File: src/rtl/uart_loader_pkg.sv
// -----------------------------------------------------------------------------
// uart_loader_pkg
// Shared definitions for the UART program loader:
//   - state_t        : loader FSM state encoding (LOAD, CHECK, RUN, ERROR)
//   - WORD_W         : instruction word width in bits
//   - BYTES_PER_WORD : UART bytes packed into one instruction word
//   - DEFAULT_CELL_NUMBERS : default number of words loaded at boot
// CHECK and ERROR are only reachable when UART_LOADER_CHECKSUM_EN is defined.
// -----------------------------------------------------------------------------
package uart_loader_pkg;

   localparam int WORD_W               = 32;
   localparam int BYTES_PER_WORD       = 4;
   localparam int BYTE_CNT_W           = $clog2(BYTES_PER_WORD);
   localparam int DEFAULT_CELL_NUMBERS = 64;

   typedef enum logic [1:0] {
      ST_LOAD  = 2'd0,
      ST_CHECK = 2'd1,
      ST_RUN   = 2'd2,
      ST_ERROR = 2'd3
   } state_t;

endpackage

File: src/rtl/uart_word_packer.sv
// -----------------------------------------------------------------------------
// uart_word_packer
// Collects UART bytes into a 32-bit little-endian word. The first byte of a
// word lands in [7:0], the fourth in [31:24]. When the fourth byte is
// presented, o_word_valid is high for that cycle and o_word carries the full
// word (the incoming byte bypasses the lane register into the top lane).
// Ports:
//   clk          in   system clock
//   i_clr        in   synchronous clear, discards any partial word
//   i_valid      in   accept i_data this cycle
//   i_data       in   8-bit byte
//   o_word_valid out  complete word available this cycle
//   o_word       out  assembled word, meaningful while o_word_valid is high
// -----------------------------------------------------------------------------
module uart_word_packer
   import uart_loader_pkg::*;
(
   input  logic              clk,
   input  logic              i_clr,
   input  logic              i_valid,
   input  logic [7:0]        i_data,
   output logic              o_word_valid,
   output logic [WORD_W-1:0] o_word
);

   logic [BYTE_CNT_W-1:0] r_byte_cnt;
   logic [WORD_W-1:0]     r_word;
   logic                  w_last_byte;

   assign w_last_byte  = (r_byte_cnt == BYTE_CNT_W'(BYTES_PER_WORD - 1));
   assign o_word_valid = i_valid && w_last_byte;

   // NOTE: sequential state uses non-blocking assignments so every register
   // samples pre-edge values; blocking here would create order-dependent races.
   always_ff @(posedge clk) begin
      if (i_clr) begin
         r_byte_cnt <= '0;
         r_word     <= '0;
      end else if (i_valid) begin
         r_word[r_byte_cnt*8 +: 8] <= i_data;
         // Power-of-two byte count, so the natural overflow gives the 3->0 wrap.
         r_byte_cnt <= r_byte_cnt + 1'b1;
      end
   end

   always_comb begin
      o_word                = r_word;
      o_word[WORD_W-1 -: 8] = i_data;
   end

endmodule

File: src/rtl/uart_prog_loader.sv
// -----------------------------------------------------------------------------
// uart_prog_loader
// Boot-time loader between the UART receiver and instruction memory. Packs
// bytes into words, writes CELL_NUMBERS words to addresses 0.. upward, holds
// the CPU stalled while loading and releases it after the last write.
// Optional feature macro: UART_LOADER_CHECKSUM_EN -- after the last word one
// extra byte must equal the XOR of all loaded bytes, otherwise the loader
// parks in ERROR with load_err high and the CPU stalled until rst.
// Ports:
//   clk        in   system clock, rising edge
//   rst        in   synchronous active-high reset
//   rx_data    in   received UART byte
//   rx_valid   in   one-cycle strobe for rx_data
//   imem_we    out  one-cycle write pulse per word
//   imem_addr  out  word address of the current write
//   imem_wdata out  assembled instruction word (holds between writes)
//   cpu_stall  out  high keeps the CPU frozen
//   load_done  out  high once the CPU is running
//   load_err   out  checksum failure (constant 0 without the feature)
// -----------------------------------------------------------------------------
module uart_prog_loader
   import uart_loader_pkg::*;
#(
   parameter int CELL_NUMBERS = DEFAULT_CELL_NUMBERS,
   parameter int ADDR_W       = 6
)(
   input  logic              clk,
   input  logic              rst,
   input  logic [7:0]        rx_data,
   input  logic              rx_valid,
   output logic              imem_we,
   output logic [ADDR_W-1:0] imem_addr,
   output logic [WORD_W-1:0] imem_wdata,
   output logic              cpu_stall,
   output logic              load_done,
   output logic              load_err
);

   localparam int               CNT_W     = (CELL_NUMBERS > 1) ? $clog2(CELL_NUMBERS) : 1;
   localparam logic [CNT_W-1:0] LAST_WORD = CNT_W'(CELL_NUMBERS - 1);

   state_t              r_state;
   state_t              w_state_next;
   logic [CNT_W-1:0]    r_word_cnt;
   logic                r_last_wr;
   logic                w_accept;
   logic                w_word_valid;
   logic [WORD_W-1:0]   w_word;

   // r_last_wr marks the cycle of the final write pulse; bytes arriving then
   // belong to nothing and are dropped along with everything after the load.
   assign w_accept = rx_valid && (r_state == ST_LOAD) && !r_last_wr;

   uart_word_packer u_packer (
      .clk          (clk),
      .i_clr        (rst),
      .i_valid      (w_accept),
      .i_data       (rx_data),
      .o_word_valid (w_word_valid),
      .o_word       (w_word)
   );

   always_ff @(posedge clk) begin
      if (rst) begin
         r_word_cnt <= '0;
         r_last_wr  <= 1'b0;
         imem_we    <= 1'b0;
         imem_addr  <= '0;
         imem_wdata <= '0;
      end else begin
         imem_we   <= w_word_valid;
         r_last_wr <= w_word_valid && (r_word_cnt == LAST_WORD);
         if (w_word_valid) begin
            imem_addr  <= ADDR_W'(r_word_cnt);
            imem_wdata <= w_word;
            // Saturate on the last word so the counter stays inside the image.
            if (r_word_cnt != LAST_WORD) begin
               r_word_cnt <= r_word_cnt + 1'b1;
            end
         end
      end
   end

`ifdef UART_LOADER_CHECKSUM_EN
   logic [7:0] r_xor;

   always_ff @(posedge clk) begin
      if (rst) begin
         r_xor <= '0;
      end else if (w_accept) begin
         r_xor <= r_xor ^ rx_data;
      end
   end
`endif

   always_ff @(posedge clk) begin
      if (rst) begin
         r_state <= ST_LOAD;
      end else begin
         r_state <= w_state_next;
      end
   end

   // NOTE: every output of this block gets a default first, so no path can
   // leave one unassigned and infer a latch.
   always_comb begin
      w_state_next = r_state;
      cpu_stall    = (r_state != ST_RUN);
      load_done    = (r_state == ST_RUN);
`ifdef UART_LOADER_CHECKSUM_EN
      load_err     = (r_state == ST_ERROR);
`else
      load_err     = 1'b0;
`endif
      case (r_state)
         ST_LOAD: begin
            if (r_last_wr) begin
`ifdef UART_LOADER_CHECKSUM_EN
               w_state_next = ST_CHECK;
`else
               w_state_next = ST_RUN;
`endif
            end
         end
`ifdef UART_LOADER_CHECKSUM_EN
         ST_CHECK: begin
            if (rx_valid) begin
               w_state_next = (rx_data == r_xor) ? ST_RUN : ST_ERROR;
            end
         end
`endif
         default: begin
            // RUN and ERROR are terminal until rst.
         end
      endcase
   end

endmodule

File: config.mk
export PLATFORM = sky130hd
export DESIGN_NAME = uart_prog_loader
export DESIGN_NICKNAME = d
export VERILOG_FILES = /design/src/rtl/uart_loader_pkg.sv /design/src/rtl/uart_word_packer.sv /design/src/rtl/uart_prog_loader.sv
export SDC_FILE = /design/constraint.sdc
export NUM_CORES = 1
export LEC_CHECK = 0
export CAP_MARGIN = 20
export CORE_ASPECT_RATIO = 0.7
export CORE_MARGIN = 3
export CORE_UTILIZATION = 35
export DETAILED_ROUTE_END_ITERATION = 10
export GPL_ROUTABILITY_DRIVEN = 0
export GPL_TIMING_DRIVEN = 0
export HOLD_SLACK_MARGIN = 0.05
export PLACE_DENSITY = 0.57
export SLEW_MARGIN = 20
export SYNTH_ARGS = -nofsm -noshare
export SYNTH_HDL_FRONTEND = slang
export SYNTH_SLANG_ARGS = --single-unit
File: constraint.sdc
create_clock -name clk -period 2 [get_ports clk]
set_input_delay 0.6 -clock clk [delete_from_list [all_inputs] [get_ports clk]]
set_output_delay 0.6 -clock clk [all_outputs]
set_load 0.05 [all_outputs]
==> metrics, run 1 <==
Tcrit/Tclk final 92.6%; Initial Utilization 37.5%; Post-Route Utilization 48.8%; Synth cell types 34; fmax 0.540 GHz; HPWL after detailed placement 5010 um; final std cells w/o fill 504; largest family of logic cells by synthesized area simple AND/OR/NAND/NOR gates; worst-margin pin slew 529 ps; P_sw 685 uW; worst path cell trace dlygate4sd2_1; met3 Resource Use GR 6.04%; DRC errors left 0; crit path DAT 1250 ps; Compound-Gate Fraction of Synth Area 13.7%; post-synthesis simple-gate area fraction 25.1%; slew margin rel. 64.7%; Cells after Synth 341; area of the mapped netlist 2850 um^2; Critical Path Start Type flop; Synth Area in XOR/XNOR 0.307%; Final Hold Viols 0; Gate power share 7.1%; Final min period 1850 ps; Peak supply drop 0.587 mV; height of the die 81.5 um; Max Root-Sink Buffers 2; reg2reg path depth 6; layout cells sized above 1 9.11%; Antenna Nets Post-Route 0; die width 114 um; Buf+Inv Stages, Crit Path 1; total of max-cap violations 0; run status complete, no violations; CP required 1400 ps; Switching Share 21.9%; first-pass GRT wire length 11800 um; Synth area leader dfxtp_1; drt via density 4.94; clock tree from TritonCTS built; Root Buffer clkbuf_16; total global routing overflow 0; P_int 2450 uW; kind of critical path reg -> out; Post-Syn Nets 358; Top Usage Layer GRT met2; drt first pass iters 4; met2 usage 24.1%; Post-synth EDFFs 0; final net count 420; WL/cell 14.0 um; Syn-to-layout area delta 30.4%; IO Port Bufs 51; family with the most delay on the worst path buffers and inverters; hold-fix buffer count after cts 0; CORE AREA 7610 um^2; Layout Skew 3.75 ps; initial antenna violation count 0; Yosys top cell area share 51.3%; Synth top cells by count nand2_1, dfxtp_1, a21oi_1; met1 Resource Use GR 23.0%; Synth Flop Type dfxtp_1; async set-or-reset flop fraction in the synthesized netlist 0%; Reg power frac 47.5%; IO Count 53; Adder-Cell Fraction of Synth Area 2.63%; Num CTS Buffers 9; Slew Viols, Final 0; FILL cells 766; YS warnings 0; ranking of synthesized cells by area dfxtp_1, nand2_1, a21oi_1; H-tree Lvls 3; Worst Hold Depth 2; clock power share 45.4%; Fin Hold WS 447 ps; post-route design area 3720 um^2; RSZ-0062 raised after global routing no; Worst Hold Class reg -> reg; die area 9280 um^2; post-synthesis mux area share 1.49%; Max Fanout on Critical Path 3; most instantiated library cell after synthesis nand2_1; total power 3130 uW; Cell Rows 26; Setup Viol. Count Final 0; crit-path max cell delay 550 ps; gr usage total 16.3%; Inserted Diodes 0; Synth Area per Inst 8.36 um^2; vias 2488; CTS Sinks 73; routed wire length 7050 um; largest net degree at the start of global routing 11; Crit path depth 1; Power Density 843 nW/um^2; Cell Area, Placed 3480 um^2; #FFs+latches synth 73; Worst setup EP type primary output; initial drt markers 116; post-synthesis sequential area ratio 51.3%; flop-to-flop setup slack 270 ps; Worst path slowest cell dlygate4sd2_1; Clock transition at path regs 50 ps; Leakage 0.00148 uW; Skew-Pair Late Insertion Delay 330 ps; Placed Instances 490; number of global-route vias before repair 2396
==> path summary, 6_finish.rpt <==
| path | start | to |
|---|---|---|
| min reg2reg | imem_wdata[14]$_SDFFE_PP0P_ | imem_wdata[14]$_SDFFE_PP0P_ |
| min | imem_wdata[14]$_SDFFE_PP0P_ | imem_wdata[14]$_SDFFE_PP0P_ |
| max | r_state[1]$_SDFFE_PP0P_ | load_done |
| max reg2reg | u_packer.r_byte_cnt[0]$_SDFFE_PP0P_ | u_packer.r_word[18]$_SDFFE_PP0P_ |
==> timing repair <==
item                                    CTS  global route
resized for setup                        42             8
endpoints found under the setup margin   41            50
buffers inserted                          0             1
cloned                                    0             0
==> routing by layer <==
layer / vias up / share of wire [%]
met5: - / 0
met4: 0 / 0.95
met3: 10 / 7.8
met2: 72 / 41
met1: 1131 / 51
li1: 1275 / -
==> state kept, by name, summed over array words and instances (netlist names) <==
register	flops
imem_we	1
u_packer.r_byte_cnt	2
r_state	1
u_packer.r_word	24
imem_wdata	32
r_word_cnt	6
imem_addr	6
r_last_wr	1
==> per-stage QoR <==
stage | setup WS [ps] | TNS (ps)
2_1_floorplan | 339 | 0
3_3_place_gp | -324 | -14630
3_5_place_dp | -341 | -14610
4_1_cts | 2.62 | 0
5_1_grt | 107 | 0
6_report | 148 | 0
==> placed cells by master, fill, tap and decap left out, drive strengths merged, types with 3 or more instances in the layout <==
cell / count
nor4bb: 4
nor2: 7
nand2: 100
buf: 17
a21oi: 63
nand4bb: 4
nand3: 25
a211oi: 3
clkdlybuf4s50: 9
dlygate4sd2: 40
inv: 4
ha: 6
clkbuf: 25
dfxtp: 73
==> layout make-up <==
cell class,instances,area (um^2),share of cell area (%)
repair buffers,52,465,12.5
plain buffers,26,138,3.70
well taps,98,123,3.30
flip-flops and latches,73,1460,39.3
clock buffers,14,264,7.10
inverters,4,15.0,0.404
multi-input cells,237,1250,33.6
==> worst register-to-register path: cells and delay by family (launching register included) <==
kind / cells / cell delay (ps)
AOI/OAI and AO/OA: 1 / 160
adders and majority gates: 1 / 400
and+or+nand+nor: 2 / 330
buffers and inverters: 2 / 320
DFF: 1 / 440
==> kinds of logic (layout without fill, tap and decap cells) <==
group / after synthesis / in the layout
AND/OR/NAND/NOR: 153 / 153
flip-flops: 73 / 73
AO/OA/AOI/OAI: 72 / 72
buffers and inverters: 31 / 96
adder cells (fa/ha/maj): 6 / 6
multiplexers: 4 / 4
other: 1 / 1
XOR/XNOR: 1 / 1
==> power groups by stage <==
stage	logic [uW]	clock network, uW	registers [uW]
2_1_floorplan	126	0	1520
5_1_grt	243	1530	1490
3_3_place_gp	208	0	1520
3_5_place_dp	210	0	1520
6_report	221	1420	1490
4_1_cts	209	1460	1490
Note: power is estimated with default switching activity, not from simulation.
==> run 2, diff against run 1 <==
- CAP_MARGIN: 20 -> unset
==> results of run 2 <==
Same layout as run 1: the final DEF is identical, and so are final timing and power.
